## src/rtl/cpu_csr_pkg.sv

```systemverilog
// Shared CSR definitions: Zicsr funct3 codes, counter CSR addresses, privilege
// encodings and the W-stage register layout used by cpu_csr_unit.
package cpu_csr_pkg;

  localparam int XLEN = 32;

  typedef enum logic [2:0] {
    F3_ILL0 = 3'b000,
    F3_RW   = 3'b001,
    F3_RS   = 3'b010,
    F3_RC   = 3'b011,
    F3_ILL4 = 3'b100,
    F3_RWI  = 3'b101,
    F3_RSI  = 3'b110,
    F3_RCI  = 3'b111
  } csr_funct3_e;

  typedef enum logic [1:0] {
    PRIV_U = 2'b00,
    PRIV_S = 2'b01,
    PRIV_M = 2'b11
  } priv_e;

  // The CSR file post-increments these, so a W value is stale by the time E reads it.
  localparam logic [11:0] CSR_MCYCLE    = 12'hB00;
  localparam logic [11:0] CSR_MINSTRET  = 12'hB02;
  localparam logic [11:0] CSR_MCYCLEH   = 12'hB80;
  localparam logic [11:0] CSR_MINSTRETH = 12'hB82;

  typedef struct packed {
    logic            valid;
    logic [11:0]     addr;
    logic [XLEN-1:0] data;
  } w_reg_t;

  function automatic logic is_counter(input logic [11:0] addr);
    return (addr == CSR_MCYCLE)  || (addr == CSR_MINSTRET) ||
           (addr == CSR_MCYCLEH) || (addr == CSR_MINSTRETH);
  endfunction

endpackage

```

## src/rtl/cpu_csr_alu.sv

```systemverilog
// Zicsr read-modify-write datapath: computes the new CSR value and whether the
// instruction intends to write at all (RS/RC forms skip the write when rs1/uimm field is zero).
module cpu_csr_alu
  import cpu_csr_pkg::*;
(
  input  csr_funct3_e     funct3_i,
  input  logic [4:0]      zimm_i,
  input  logic [XLEN-1:0] src_i,
  input  logic [XLEN-1:0] old_i,
  output logic [XLEN-1:0] new_o,
  output logic            wr_intent_o
);

  always_comb begin
    // NOTE: every output gets a default before the case so no path infers a latch.
    new_o       = old_i;
    wr_intent_o = 1'b0;
    unique case (funct3_i)
      F3_RW, F3_RWI: begin
        new_o       = src_i;
        wr_intent_o = 1'b1;
      end
      F3_RS, F3_RSI: begin
        new_o       = old_i | src_i;
        wr_intent_o = (zimm_i != 5'd0);
      end
      F3_RC, F3_RCI: begin
        new_o       = old_i & ~src_i;
        wr_intent_o = (zimm_i != 5'd0);
      end
      default: ;
    endcase
  end

endmodule

```

## src/rtl/cpu_csr_unit.sv

```systemverilog
// Zicsr access initiator: E-stage decode, read and legality check; W-stage commit.
// Define CPU_CSR_FORWARD_EN to forward non-counter W->E hits instead of stalling on them.
module cpu_csr_unit
  import cpu_csr_pkg::*;
(
  input  logic            clk,
  input  logic            rst_n,
  input  logic            e_valid,
  input  logic [2:0]      e_funct3,
  input  logic [11:0]     e_csr,
  input  logic [XLEN-1:0] e_rs1,
  input  logic [4:0]      e_zimm,
  input  logic [1:0]      priv,
  input  logic            advance,
  input  logic            flush_w,
  output logic [11:0]     csr_raddr,
  input  logic [XLEN-1:0] csr_rdata,
  output logic [XLEN-1:0] e_result,
  output logic            e_illegal,
  output logic            e_stall,
  output logic [11:0]     csr_waddr,
  output logic [XLEN-1:0] csr_wdata,
  output logic            csr_wenable
);

  csr_funct3_e     funct3;
  logic [XLEN-1:0] src;
  logic [XLEN-1:0] old_val;
  logic [XLEN-1:0] new_val;
  logic            wr_intent;
  logic            hit;
  logic            fwd;
  logic            funct3_bad;
  logic            priv_bad;
  logic            ro_bad;
  w_reg_t          w_q;
  w_reg_t          w_d;

  assign funct3    = csr_funct3_e'(e_funct3);
  assign src       = e_funct3[2] ? {{(XLEN-5){1'b0}}, e_zimm} : e_rs1;
  assign csr_raddr = e_csr;

  // A flushed W instruction never counts as a hit, so E falls back to the file value.
  assign hit = w_q.valid & ~flush_w & e_valid & (w_q.addr == e_csr);

`ifdef CPU_CSR_FORWARD_EN
  assign e_stall = hit & is_counter(e_csr);
  assign fwd     = hit & ~is_counter(e_csr);
`else
  assign e_stall = hit;
  assign fwd     = 1'b0;
`endif

  assign old_val  = fwd ? w_q.data : csr_rdata;
  assign e_result = old_val;

  cpu_csr_alu u_alu (
    .funct3_i    (funct3),
    .zimm_i      (e_zimm),
    .src_i       (src),
    .old_i       (old_val),
    .new_o       (new_val),
    .wr_intent_o (wr_intent)
  );

  assign funct3_bad = (funct3 == F3_ILL0) || (funct3 == F3_ILL4);
  assign priv_bad   = (e_csr[9:8] > priv);
  assign ro_bad     = (e_csr[11:10] == 2'b11) & wr_intent;
  assign e_illegal  = e_valid & (funct3_bad | priv_bad | ro_bad);

  always_comb begin
    w_d = w_q;
    if (advance) begin
      w_d.valid = e_valid & wr_intent & ~e_illegal & ~e_stall & ~flush_w;
      w_d.addr  = e_csr;
      w_d.data  = new_val;
    end else if (flush_w) begin
      w_d.valid = 1'b0;
    end
  end

  // NOTE: state is updated with non-blocking assignments so every flop samples pre-edge values.
  always_ff @(posedge clk or negedge rst_n) begin
    if (!rst_n) begin
      w_q <= '0;
    end else begin
      w_q <= w_d;
    end
  end

  assign csr_wenable = w_q.valid & ~flush_w;
  assign csr_waddr   = w_q.addr;
  assign csr_wdata   = w_q.data;

endmodule

```

## config.mk

```make
export PLATFORM = sky130hd
export DESIGN_NAME = cpu_csr_unit
export DESIGN_NICKNAME = d
export VERILOG_FILES = /design/src/rtl/cpu_csr_pkg.sv /design/src/rtl/cpu_csr_alu.sv /design/src/rtl/cpu_csr_unit.sv
export SDC_FILE = /design/constraint.sdc
export NUM_CORES = 1
export LEC_CHECK = 0
export BUFFER_PORTS_ARGS = -buffer_cell sky130_fd_sc_hd__buf_2
export CAP_MARGIN = 20
export CORE_MARGIN = 2
export CORE_UTILIZATION = 49
export CTS_CLUSTER_SIZE = 24
export DETAILED_ROUTE_END_ITERATION = 12
export PLACE_DENSITY = 0.93
export SYNTH_ARGS = -nofsm -noshare
export SYNTH_HDL_FRONTEND = slang
export SYNTH_SLANG_ARGS = --single-unit
```

## constraint.sdc

```tcl
create_clock -name clk -period 2.73 [get_ports clk]
set_clock_uncertainty 0.15 [all_clocks]
set_input_delay 0.273 -clock clk [delete_from_list [all_inputs] [get_ports clk]]
set_output_delay 0.273 -clock clk [all_outputs]
set_load 0.02 [all_outputs]
```

## Yosys cells after proc, flatten, opt, wreduce, memory -nomap -nowiden

Index checks and enable logic that the tools add are counted.

| word-level totals | value |
|---|---|
| register bits after elaboration | 45 |
| input bits | 91 |
| output and inout bits | 91 |

| cells by class | value |
|---|---|
| magnitude comparators | 1 |
| equal/unequal tests | 9 |
| muxes and demuxes | 5 |
| bitwise operators | 17 |
| reduce and logical (&&, ||, !) cells | 8 |

Operators by type and width:

| kind | count |
|---|---|
| one-hot mux 32 bit (3 select lines) | 1 |
| AND 32 bit | 1 |
| two-way mux 32 bit | 1 |
| NOT 32 bit | 1 |
| bitwise OR 32 bit | 1 |
| equality test 12 bit | 1 |
| equality test 3 bit, second input constant | 4 |
| AND 1 bit | 9 |
| equality test 3 x 2 -> 1 bit, second input constant | 2 |
| OR reduction 2 bit | 3 |
| nonzero test 5 bit | 1 |
| OR reduction 4 bit | 1 |
| equality test 3 x 1 -> 1 bit, second input constant | 1 |
| logical NOT 3 bit | 1 |
| NOT 1 bit | 3 |
| equality test 2 bit, second input constant | 1 |
| greater-than comparator 2 bit | 1 |
| two-way mux 1 bit | 2 |
| bitwise OR 1 bit | 2 |
| one-hot mux 1 bit (2 select lines) | 1 |
| nonzero test 2 bit | 1 |
| logical OR 1 bit | 1 |

## Logic depth before layout (Yosys ltp)

Gate-level depths: netlist of run 1.

| depth | value |
|---|---|
| depth after elaboration | 11 |
| gate-level depth with buffers | 6 |
| mapped depth without buffers | 6 |

## Cells and area by module

From an unflattened synthesis of run 1, not the netlist that was laid out.

| unflattened totals | value |
|---|---|
| cells, all modules | 394 |
| area, all modules | 3809.9 µm² |

By module, submodules not included:

| module | instances | cells each | area each (µm²) |
|---|---|---|---|
| cpu_csr_unit | 1 | 248 | 2792.7 |
| cpu_csr_alu | 1 | 146 | 1017.2 |

## Least setup slack after synthesis of run 1

OpenSTA, ideal clock, no wires.

| timing path | value |
|---|---|
| kind | in2reg |
| start point | input e_zimm[4] |
| end point | register w_q[44] (netlist name) |
| arrival time | 1.728 ns |
| data required time | 2.479 ns |
| setup slack | 0.751 ns |
| stages on the path | 4 |
| path buffers | 0 |
| cells stage by stage | or4_4 > o311a_1 > o31a_1 > o32ai_1 |

| between the ends | value |
|---|---|
| longest elaborated chain between the ends | 10 |
| elaborated cells on any way between the ends | 11 |

Ends and longest elaborated chain:

| element | line | RTL |
|---|---|---|
| from (decl) | cpu_csr_unit.sv:12 | `input logic [4:0] e_zimm,` |
| nonzero test 5 bit | cpu_csr_alu.sv:25, cpu_csr_alu.sv:29 |  |
| one-hot mux 1 bit (2 select lines) | cpu_csr_alu.sv:18 | `unique case (funct3_i)` |
| AND 1 bit | cpu_csr_unit.sv:68 | `assign ro_bad = (e_csr[11:10] == 2'b11) & wr_intent;` |
| bitwise OR 1 bit | cpu_csr_unit.sv:69 | `assign e_illegal = e_valid & (funct3_bad \| priv_bad \| ro_bad);` |
| AND 1 bit | cpu_csr_unit.sv:69 |  |
| net e_illegal | cpu_csr_unit.sv:19 | `output logic e_illegal,` |
| NOT 1 bit | cpu_csr_unit.sv:74 | `w_d.valid = e_valid & wr_intent & ~e_illegal & ~e_stall & ~flush_w;` |
| AND 1 bit (3 in a row) | cpu_csr_unit.sv:74 |  |
| two-way mux 1 bit | cpu_csr_unit.sv:73 | `if (advance) begin` |
| to (signal assigned) | cpu_csr_unit.sv:87 | `w_q <= w_d;` |
| to (decl) | cpu_csr_unit.sv:36 | `w_reg_t w_q;` |

The timed path passes the listed nets, and every way through them passes these cells.
A chain may end at the register's enable or synchronous reset.

## Final worst setup path of run 1

| timing path | value |
|---|---|
| start point | input e_zimm[4] |
| end point | output e_illegal |

| between the ends | value |
|---|---|
| longest elaborated chain between the ends | 5 |

Ends and longest elaborated chain:

| element | line |
|---|---|
| nonzero test 5 bit | cpu_csr_alu.sv:25, cpu_csr_alu.sv:29 |
| one-hot mux 1 bit (2 select lines) | cpu_csr_alu.sv:18 |
| AND 1 bit | cpu_csr_unit.sv:68 |
| bitwise OR 1 bit | cpu_csr_unit.sv:69 |
| AND 1 bit | cpu_csr_unit.sv:69 |
| to (decl) | cpu_csr_unit.sv:19 |

No other way between the ends.

==> results.yml, run 1 <==
synth:
  synthCells: 337
  yosysSeqAreaShare_pct: 33.8
  yosys-mux-area-fraction_pct: 14.7
  yosysUniqueCellTypes: 28
  synth_top_family_by_area: "buffers and inverters"
  syn_area_mm2: 0.00333
  synth-adder-area-share_pct: 0.751
  synth_compound_area_share_pct: 14.9
  synth-xor-area-share_pct: 4.73
  yosys_warnings: 0
  synthSimpleGateAreaFrac_pct: 8.71
  synth.avg_cell_area_um2: 9.89
  ys_seq_elements: 45
  syn_nets: 430
critical_path:
  worstReg2RegStart: "csr_waddr[9]$_DFFE_PN0P_"
  end_kind: "output pin"
  crit_path_start_kind: "input port"
  critPathLaunch: "e_zimm[4]"
  critPathMaxFanout: 2
  crit_required_ns: 2.31
  path_class: "in2out"
  arrival_ns: 1.71
  reg2regPathDepth: 4
sta:
  fin_crit_ns: 2.13
  finalCritPeriodShare_pct: 78.1
  clock.fmax_mhz: 469
  slew_headroom_pct: 49.6
  worst_slack_ns: 0.597
  whs_ns: 0.106
  setup_viol: 0
  slew_violations: 0
  final.setup.tns_ns: 0
  tightest_slew_ns: 0.756
  rsz0062_at_grt: "no"
  hold_viol_final: 0
routing:
  firstDrtPassIters: 4
  drt_iter0_markers: 60
  wl_per_cell_um: 14.6
  drt.antenna.violating_nets: 0
  vias: 2596
  vias_per_cell: 5.14
  drcViolationCount: 0
  drt_wl_total_mm: 7.37
clock_tree:
  clk_latency_ns: 0.28
  cts.htree.levels: 2
  clk_pin_slew_ns: 0.08
  cts.sinks: 45
  cts_buffers: 5
  clk_path_buf_depth: 2
  cts_tree: "built"
  cts_root_buffer: "clkbuf_8"
layout:
  mostFrequentLayoutCell: "buf_2"
  antenna_cells: 0
  final_cell_mix: "buf_2 (181), dfrtp_1 (45), mux2_2 (39)"
  finalNetCount: 518
  drive_gt1_share_pct: 56.0
  final_area_mm2: 0.00378
  syn_to_final_growth_pct: 13.3
grt:
  track_usage_pct: 19.0
  grt_first_pass_wirelength_mm: 11.4
  grt_max_degree: 46
  overflow: 0
  antenna_found_initial: 0
  grt_pass1_vias: 2504
placement:
  port_buffers: 181
  placed_area_mm2: 0.00366
  routabilityCongestion: 0.827
  post-place-ws_ns: 0.612
  hpwl_mm: 5.59
hold_path:
  min_from: "e_csr[6]"
  min_path_type: "in2reg"
  holdPathStages: 2
floorplan:
  ios: 182
  core_area_mm2: 0.00668
  die_y_um: 86.5
  die_w_um: 86.5
  die_area_mm2: 0.00748
  row_count: 30
  initial_core_util_pct: 49.9
power_and_ir_drop:
  power_leakage_nw: 1.91
  power_density_mw_per_mm2: 494
  vdd_drop_max_mv: 0.221
flow_run:
  maxCapViolations: 0
outcome:
  status: "finished, final reports clean"
-- cell type report --
class,count,area (um2)
fillers,614,2910
clock buffers,7,86.3
inverters,5,18.8
flip-flops and latches,45,1130
well taps,80,100
multi-input cells,181,1470
repair buffers,187,978
-- where the power goes --
part	switching [mW]	internal, mW
combinational	0.369	0.292
clock	0.206	0.201
sequential	0.0468	0.750
total	0.621	1.24
-- critical path, stage by stage --
cell and delay, ns:
buf_2 0.11, or4_4 0.55, o311a_1 0.30, o31a_1 0.31, buf_2 0.16
-- cells by family after synthesis --
| family | after synthesis |
|---|---|
| multiplexers | 44 |
| buffers and inverters | 111 |
| adder cells (fa/ha/maj) | 2 |
| AND/OR/NAND/NOR | 48 |
| flip-flops | 45 |
| XOR/XNOR | 18 |
| AO/OA/AOI/OAI | 69 |
-- through the flow --
| step | cells | util (%) | power [mW] |
|---|---|---|---|
| floorplan | 337 | - | 1.37 |
| global placement | 496 | 54.8 | 1.45 |
| detailed placement | 496 | 54.8 | 1.47 |
| CTS | 503 | 56.1 | 1.89 |
| global route | 505 | 56.5 | 1.98 |
| finish | 505 | 56.5 | 1.86 |
-- cells in the mapped netlist, drive strengths merged --
library cell  count  area share, %
buf              89             20
dfrtp            45             34
mux2             39             13
nor2b            34            6.4
a22o             27            7.1
o21ai            27            4.1
clkbuf           17            1.9
xnor2            17            4.5
a31o              5            1.3
inv               5           0.56
mux2i             5            1.5
nand2             5           0.56
o21bai            5            1.1
ha                2           0.75
nand3             2           0.30
nand4             2           0.38
a2bb2oi           1           0.26
nand2b            1           0.19
nor2              1           0.11
nor4              1           0.19
nor4b             1           0.26
o311a             1           0.30
o31a              1           0.26
o31ai             1           0.23
o32ai             1           0.26
or4               1           0.34
xor2              1           0.26
-- registers in the layout, summed over array words and instances (netlist names) --
name	flops
w_q	1
csr_wdata	32
csr_waddr	12
-- path summary, 6_finish.rpt --
| check | to | slack, ns |
|---|---|---|
| setup / recovery | e_illegal | 0.60 |
| hold / removal | csr_waddr[6]$_DFFE_PN0P_ | 0.11 |
| setup reg to reg | w_q[44]$_DFFE_PN0P_ | 1.20 |
| hold reg to reg | csr_wdata[7]$_DFFE_PN0P_ | 0.36 |
| max in group asynchronous | csr_wdata[7]$_DFFE_PN0P_ | 1.78 |
| min in group asynchronous | w_q[44]$_DFFE_PN0P_ | 0.20 |
-- what timing repair did --
action	4_1_cts	5_1_grt
buffers inserted	0	0
hold endpoints to repair	0	45
resized for setup	0	0
hold buffers	0	1
-- per-layer routing --
metal	global-route usage, %	vias up	wire length [um]	share of wire [%]
li1	-	1248	-	-
met2	38.0	100	3990	54
met3	4.19	6	434	5.9
met4	4.83	0	58	0.79
met5	0	-	0	0
met1	19.8	1242	2880	39
Power figures use the tool's default switching activity.
==> run 2: changes to the inputs <==
CORE_UTILIZATION = 46   (was 49)
PLACE_DENSITY = 0.88   (was 0.93)
clock period = 2.2 ns   (was 2.73 ns; I/O delays follow)
==> results.yml, run 2 (synthesis results as in run 1) <==
placement:
  hpwl_mm: 6.07
  dp_cells: 520
  port_buffers: 181
  routabilityCongestion: 0.777
  post-place-ws_ns: 0.171
routing:
  drt_wl_total_mm: 7.58
  wl_per_cell_um: 14.3
  route.met3.wl_um: 516
  drcViolationCount: 0
  firstDrtPassIters: 4
  drt_iter0_markers: 93
  drt-met1-wl_mm: 2.90
  wl_met2_mm: 4.10
  vias_per_cell: 4.97
  vias: 2629
  top_layer_used: "met4"
  drt.antenna.violating_nets: 0
power_and_ir_drop:
  power_density_mw_per_mm2: 608
  vdd_drop_max_mv: 0.242
  power_leakage_nw: 1.93
layout:
  drive_gt1_share_pct: 56.7
  mostFrequentLayoutCell: "buf_2"
  syn_to_final_growth_pct: 14.4
  regArea_mm2: 0.00113
  finalNetCount: 522
  fin_util_pct: 53.4
  antenna_cells: 0
  multi_input_area_mm2: 0.00147
  largest_reg_flops: 32
  final_cell_mix: "buf_2 (181), dfrtp_1 (45), mux2_2 (39)"
  stdcell_count: 529
  fillerInstances: 669
clock_tree:
  post_cts_buffers: 0
  cts.sinks: 45
  cts_root_buffer: "clkbuf_8"
  clk_latency_ns: 0.29
  clk_pin_slew_ns: 0.09
  cts.htree.levels: 2
  ctsHoldBuffers: 1
  cts_buffers: 5
  post_cts_resized: 0
  clk_path_buf_depth: 2
  cts_tree: "built"
critical_path:
  cp_slowest_stage_delay_ns: 0.48
  path_buf_inv: 1
  arrival_ns: 1.72
  critPathMaxFanout: 3
  critPathSlowestCell: "nor4_1"
  reg2reg_slack_ns: 0.62
  path_class: "reg2out"
  end_kind: "output pin"
  worstPathCellList: "xnor2_1, nand4_1, nor4_1, buf_2"
  crit_required_ns: 1.83
  crit_path_start_kind: "flop"
  crit_family: "simple AND/OR/NAND/NOR gates"
sta:
  slew_headroom_pct: 53.3
  fin_crit_ns: 2.09
  rsz0062_at_grt: "no"
  clock.fmax_mhz: 479
  worst_slack_ns: 0.113
  slew_violations: 0
  finalCritPeriodShare_pct: 94.9
  final.setup.tns_ns: 0
  hold_viol_final: 0
  setup_viol: 0
  tightest_slew_ns: 0.701
grt:
  grt_pass1_vias: 2374
  overflow: 0
  antenna_found_initial: 0
  track_usage_pct: 17.8
  grt_max_degree: 27
  grt_first_pass_wirelength_mm: 10.9
floorplan:
  initial_core_util_pct: 46.7
  row_count: 31
  die_y_um: 89.1
  die_w_um: 89.1
  ios: 182
  core_area_mm2: 0.00714
  die_area_mm2: 0.00794
flow_run:
  maxCapViolations: 0
hold_path:
  min_path_type: "in2reg"
outcome:
  status: "finished, final reports clean"
## run 2: cell count changes in the layout (fill, tap and decap cells not counted), sizes merged
| cell | delta |
|---|---|
| clkinv | +2 |
| buf | +4 |
| clkinvlp | +1 |
| clkbuf | -2 |
## run 2: path summary, 6_finish.rpt
kind,depth (start not counted),end,from
max,4,e_stall,csr_waddr[6]$_DFFE_PN0P_
min,2,csr_waddr[3]$_DFFE_PN0P_,e_csr[3]
max reg2reg,4,w_q[44]$_DFFE_PN0P_,csr_waddr[6]$_DFFE_PN0P_
min reg2reg,1,csr_wdata[17]$_DFFE_PN0P_,csr_wdata[17]$_DFFE_PN0P_
max in group asynchronous,3,csr_wdata[23]$_DFFE_PN0P_,rst_n
min in group asynchronous,2,csr_waddr[4]$_DFFE_PN0P_,rst_n
## run 2: power breakdown
| group | switching, mW | internal [mW] |
|---|---|---|
| registers | 0.0597 | 0.930 |
| clock network | 0.286 | 0.220 |
| logic | 0.458 | 0.364 |
| total | 0.803 | 1.51 |
## run 2: routing by layer
layer | up-vias | GRT usage (%)
li1 | 1267 | -
met1 | 1256 | 19.4
met2 | 102 | 34.5
met3 | 4 | 3.69
met4 | 0 | 4.88
met5 | - | 0
## run 2: stage by stage
| stage | power [mW] | hold slack, ns | area, um2 |
|---|---|---|---|
| floorplan | 1.70 | -0.226 | 3330 |
| global placement | 1.80 | 0.104 | 3700 |
| global route | 2.45 | 0.0435 | 3810 |
| finish | 2.32 | 0.0485 | 3810 |
| CTS | 2.35 | 0.0365 | 3810 |
| detailed placement | 1.83 | 0.119 | 3720 |
## run 2: area by class of cell
type | instances | area share [%]
Multi-Input combinational cell | 181 | 38.5
Sequential cell | 45 | 29.5
Timing Repair Buffer | 191 | 26.0
Tap cell | 99 | 3.25
Clock buffer | 5 | 1.81
Inverter | 5 | 0.492
Clock inverter | 3 | 0.459
==> run 3: changes to the inputs <==
CORE_UTILIZATION = 48   (was 46)
SYNTH_HIERARCHICAL = 1   (was unset)
==> results.yml, run 3 <==
outcome:
  status: "finished, final reports clean"
placement:
  routabilityCongestion: 0.796
  port_buffers: 181
  hpwl_mm: 6.34
  placed_area_mm2: 0.00409
  post-place-ws_ns: 0.341
layout:
  drive_gt1_share_pct: 53.9
  finalNetCount: 571
  antenna_cells: 0
  mostFrequentLayoutCell: "buf_2"
  largest_reg_flops: 32
  syn_to_final_growth_pct: 10.8
  final_cell_mix: "buf_2 (181), mux2_2 (49), dfrtp_1 (45)"
  final_area_mm2: 0.00422
routing:
  drt_wl_total_mm: 8.48
  drt.antenna.violating_nets: 0
  vias_per_cell: 5.09
  wl_per_cell_um: 14.6
  firstDrtPassIters: 6
  drt_iter0_markers: 61
  drcViolationCount: 0
  vias: 2955
sta:
  setup_viol: 0
  final.setup.tns_ns: 0
  clock.fmax_mhz: 512
  worst_slack_ns: 0.246
  rsz0062_at_grt: "no"
  fin_crit_ns: 1.95
  tightest_slew_ns: 0.505
  slew_headroom_pct: 66.3
  slew_violations: 0
  hold_viol_final: 0
  finalCritPeriodShare_pct: 88.8
  whs_ns: 0.0451
clock_tree:
  clk_latency_ns: 0.29
  cts.sinks: 45
  cts_tree: "built"
  clk_pin_slew_ns: 0.08
  cts_root_buffer: "clkbuf_8"
  ctsHoldBuffers: 1
  cts.htree.levels: 2
  cts_buffers: 5
  post_cts_resized: 0
  post_cts_buffers: 0
  clk_path_buf_depth: 2
floorplan:
  die_area_mm2: 0.00867
  row_count: 32
  core_area_mm2: 0.00773
  die_y_um: 93.1
  initial_core_util_pct: 49.3
  die_w_um: 93.1
  ios: 182
hold_path:
  min_path_type: "in2reg"
grt:
  antenna_found_initial: 0
  grt_first_pass_wirelength_mm: 13.5
  grt_pass1_vias: 2925
  overflow: 0
  grt_max_degree: 66
  track_usage_pct: 19.4
power_and_ir_drop:
  p_seq_share_pct: 39.1
  pwr-share-comb_pct: 35.6
  finalPower_mw: 2.56
  power.internal_mw: 1.71
  p_sw_mw: 0.851
  power_leakage_nw: 2.06
  switching_share_pct: 33.3
  power_density_mw_per_mm2: 606
  power_frac_clock_pct: 25.3
  vdd_drop_max_mv: 0.325
synth:
  synth_edf_count: 0
  yosysUniqueCellTypes: 29
  yosysMostFrequentCell: "buf_4"
  synthTopCellsByCount: "buf_4 (91), mux2_2 (49), dfrtp_1 (45), xnor2_1 (44), inv_1 (36)"
  synth_flop_cell: "dfrtp_1"
  async_flop_share_pct: 100
  syn_nets: 487
  yosys_warnings: 6
  synthTopCellsByArea: "dfrtp_1 (30%), buf_4 (18%), mux2_2 (14%), xnor2_1 (10%), a22oi_2 (4.9%)"
  ys_seq_elements: 45
  yosysSeqAreaShare_pct: 29.6
  yosysTopAreaCell: "dfrtp_1"
  syn_area_mm2: 0.00381
  synth.avg_cell_area_um2: 9.67
  netlist.area_leader.share_pct: 29.6
  synthCells: 394
critical_path:
  crit_path_start_kind: "flop"
  arrival_ns: 1.58
  crit_required_ns: 1.83
  cp_slowest_stage_delay_ns: 0.42
  path_class: "reg2out"
  path_buf_inv: 1
  critPathMaxFanout: 3
  end_kind: "output pin"
  critPathSlowestCell: "dfrtp_1"
  crit_family: "simple AND/OR/NAND/NOR gates"
  worstPathCellList: "xnor2_1, nand4_1, nor4_4, buf_2"
flow_run:
  maxCapViolations: 0
==> run 3: cell count changes after synthesis, sizes merged, moves of 4 or more <==
cell,change
a22o,-27
a22oi,+32
a31o,-5
buf,+15
clkbuf,-11
inv,+31
mux2,+10
mux2i,-5
nand2,-4
nor2b,-6
o21ai,+6
o21bai,-5
xnor2,+27
==> run 3: routing by layer <==
layer | part of all wire [%] | vias up | global-route usage [%]
met1 | 39 | 1422 | 21.4
li1 | - | 1388 | -
met5 | 0 | - | 0
met3 | 7.6 | 12 | 4.51
met2 | 51 | 133 | 36.2
met4 | 1.5 | 0 | 6.86
==> run 3: path summary, 6_finish.rpt <==
check / startpoint / to / slack [ns] / cells past startpoint
worst max-delay path: csr_waddr[9]$_DFFE_PN0P_ / e_stall / 0.25 / 4
worst min-delay path: e_csr[7] / csr_waddr[7]$_DFFE_PN0P_ / 0.05 / 2
worst max register to register: csr_waddr[9]$_DFFE_PN0P_ / w_q[44]$_DFFE_PN0P_ / 0.72 / 4
worst min register to register: csr_wdata[9]$_DFFE_PN0P_ / csr_wdata[9]$_DFFE_PN0P_ / 0.36 / 1
max in group asynchronous: rst_n / csr_waddr[5]$_DFFE_PN0P_ / 0.90 / 3
min in group asynchronous: rst_n / csr_wdata[7]$_DFFE_PN0P_ / 0.26 / 2
==> run 3: cell type report <==
class / instances / area (um2)
clock buffers: 7 / 86.3
clock inverters: 1 / 30.0
fillers: 689 / 3510
inverters: 36 / 135
multi-input cells: 203 / 1720
flip-flops and latches: 45 / 1130
well taps: 102 / 128
repair buffers: 187 / 991
==> run 3: per-stage QoR <==
step | utilization (%) | cells
3_3_place_gp | 53.0 | 572
4_1_cts | 54.6 | 581
6_report | 54.6 | 581
2_1_floorplan | - | 394
5_1_grt | 54.6 | 581
3_5_place_dp | 53.0 | 572
==> run 3: power by group through the flow <==
| stage | Sequential, mW | Clock [mW] | Combinational, mW |
|---|---|---|---|
| 2_1_floorplan | 0.999 | 0 | 0.814 |
| 3_3_place_gp | 1.01 | 0 | 0.883 |
| 3_5_place_dp | 1.02 | 0 | 0.914 |
| 4_1_cts | 1.00 | 0.679 | 0.919 |
| 5_1_grt | 1.01 | 0.708 | 0.983 |
| 6_report | 0.999 | 0.648 | 0.910 |
==> run 3: worst register-to-register path, delay by kind of cell (launching register included) <==
kind | cells | cell delay (ns)
xor gates and xnor gates | 1 | 0.17
AOI/OAI and AO/OA | 1 | 0.13
DFF | 1 | 0.42
and+or+nand+nor | 2 | 0.49
==> run 3: logic make-up (layout without fill, tap and decap cells) <==
group | after synthesis | in the layout | share of synthesized area (%)
buf+inv | 146 | 231 | 25.2
compound gates | 68 | 68 | 13.2
mux | 49 | 49 | 14.5
flops | 45 | 45 | 29.6
xor+xnor | 44 | 44 | 10.1
simple gates | 40 | 40 | 6.80
fa+ha+maj | 2 | 2 | 0.657
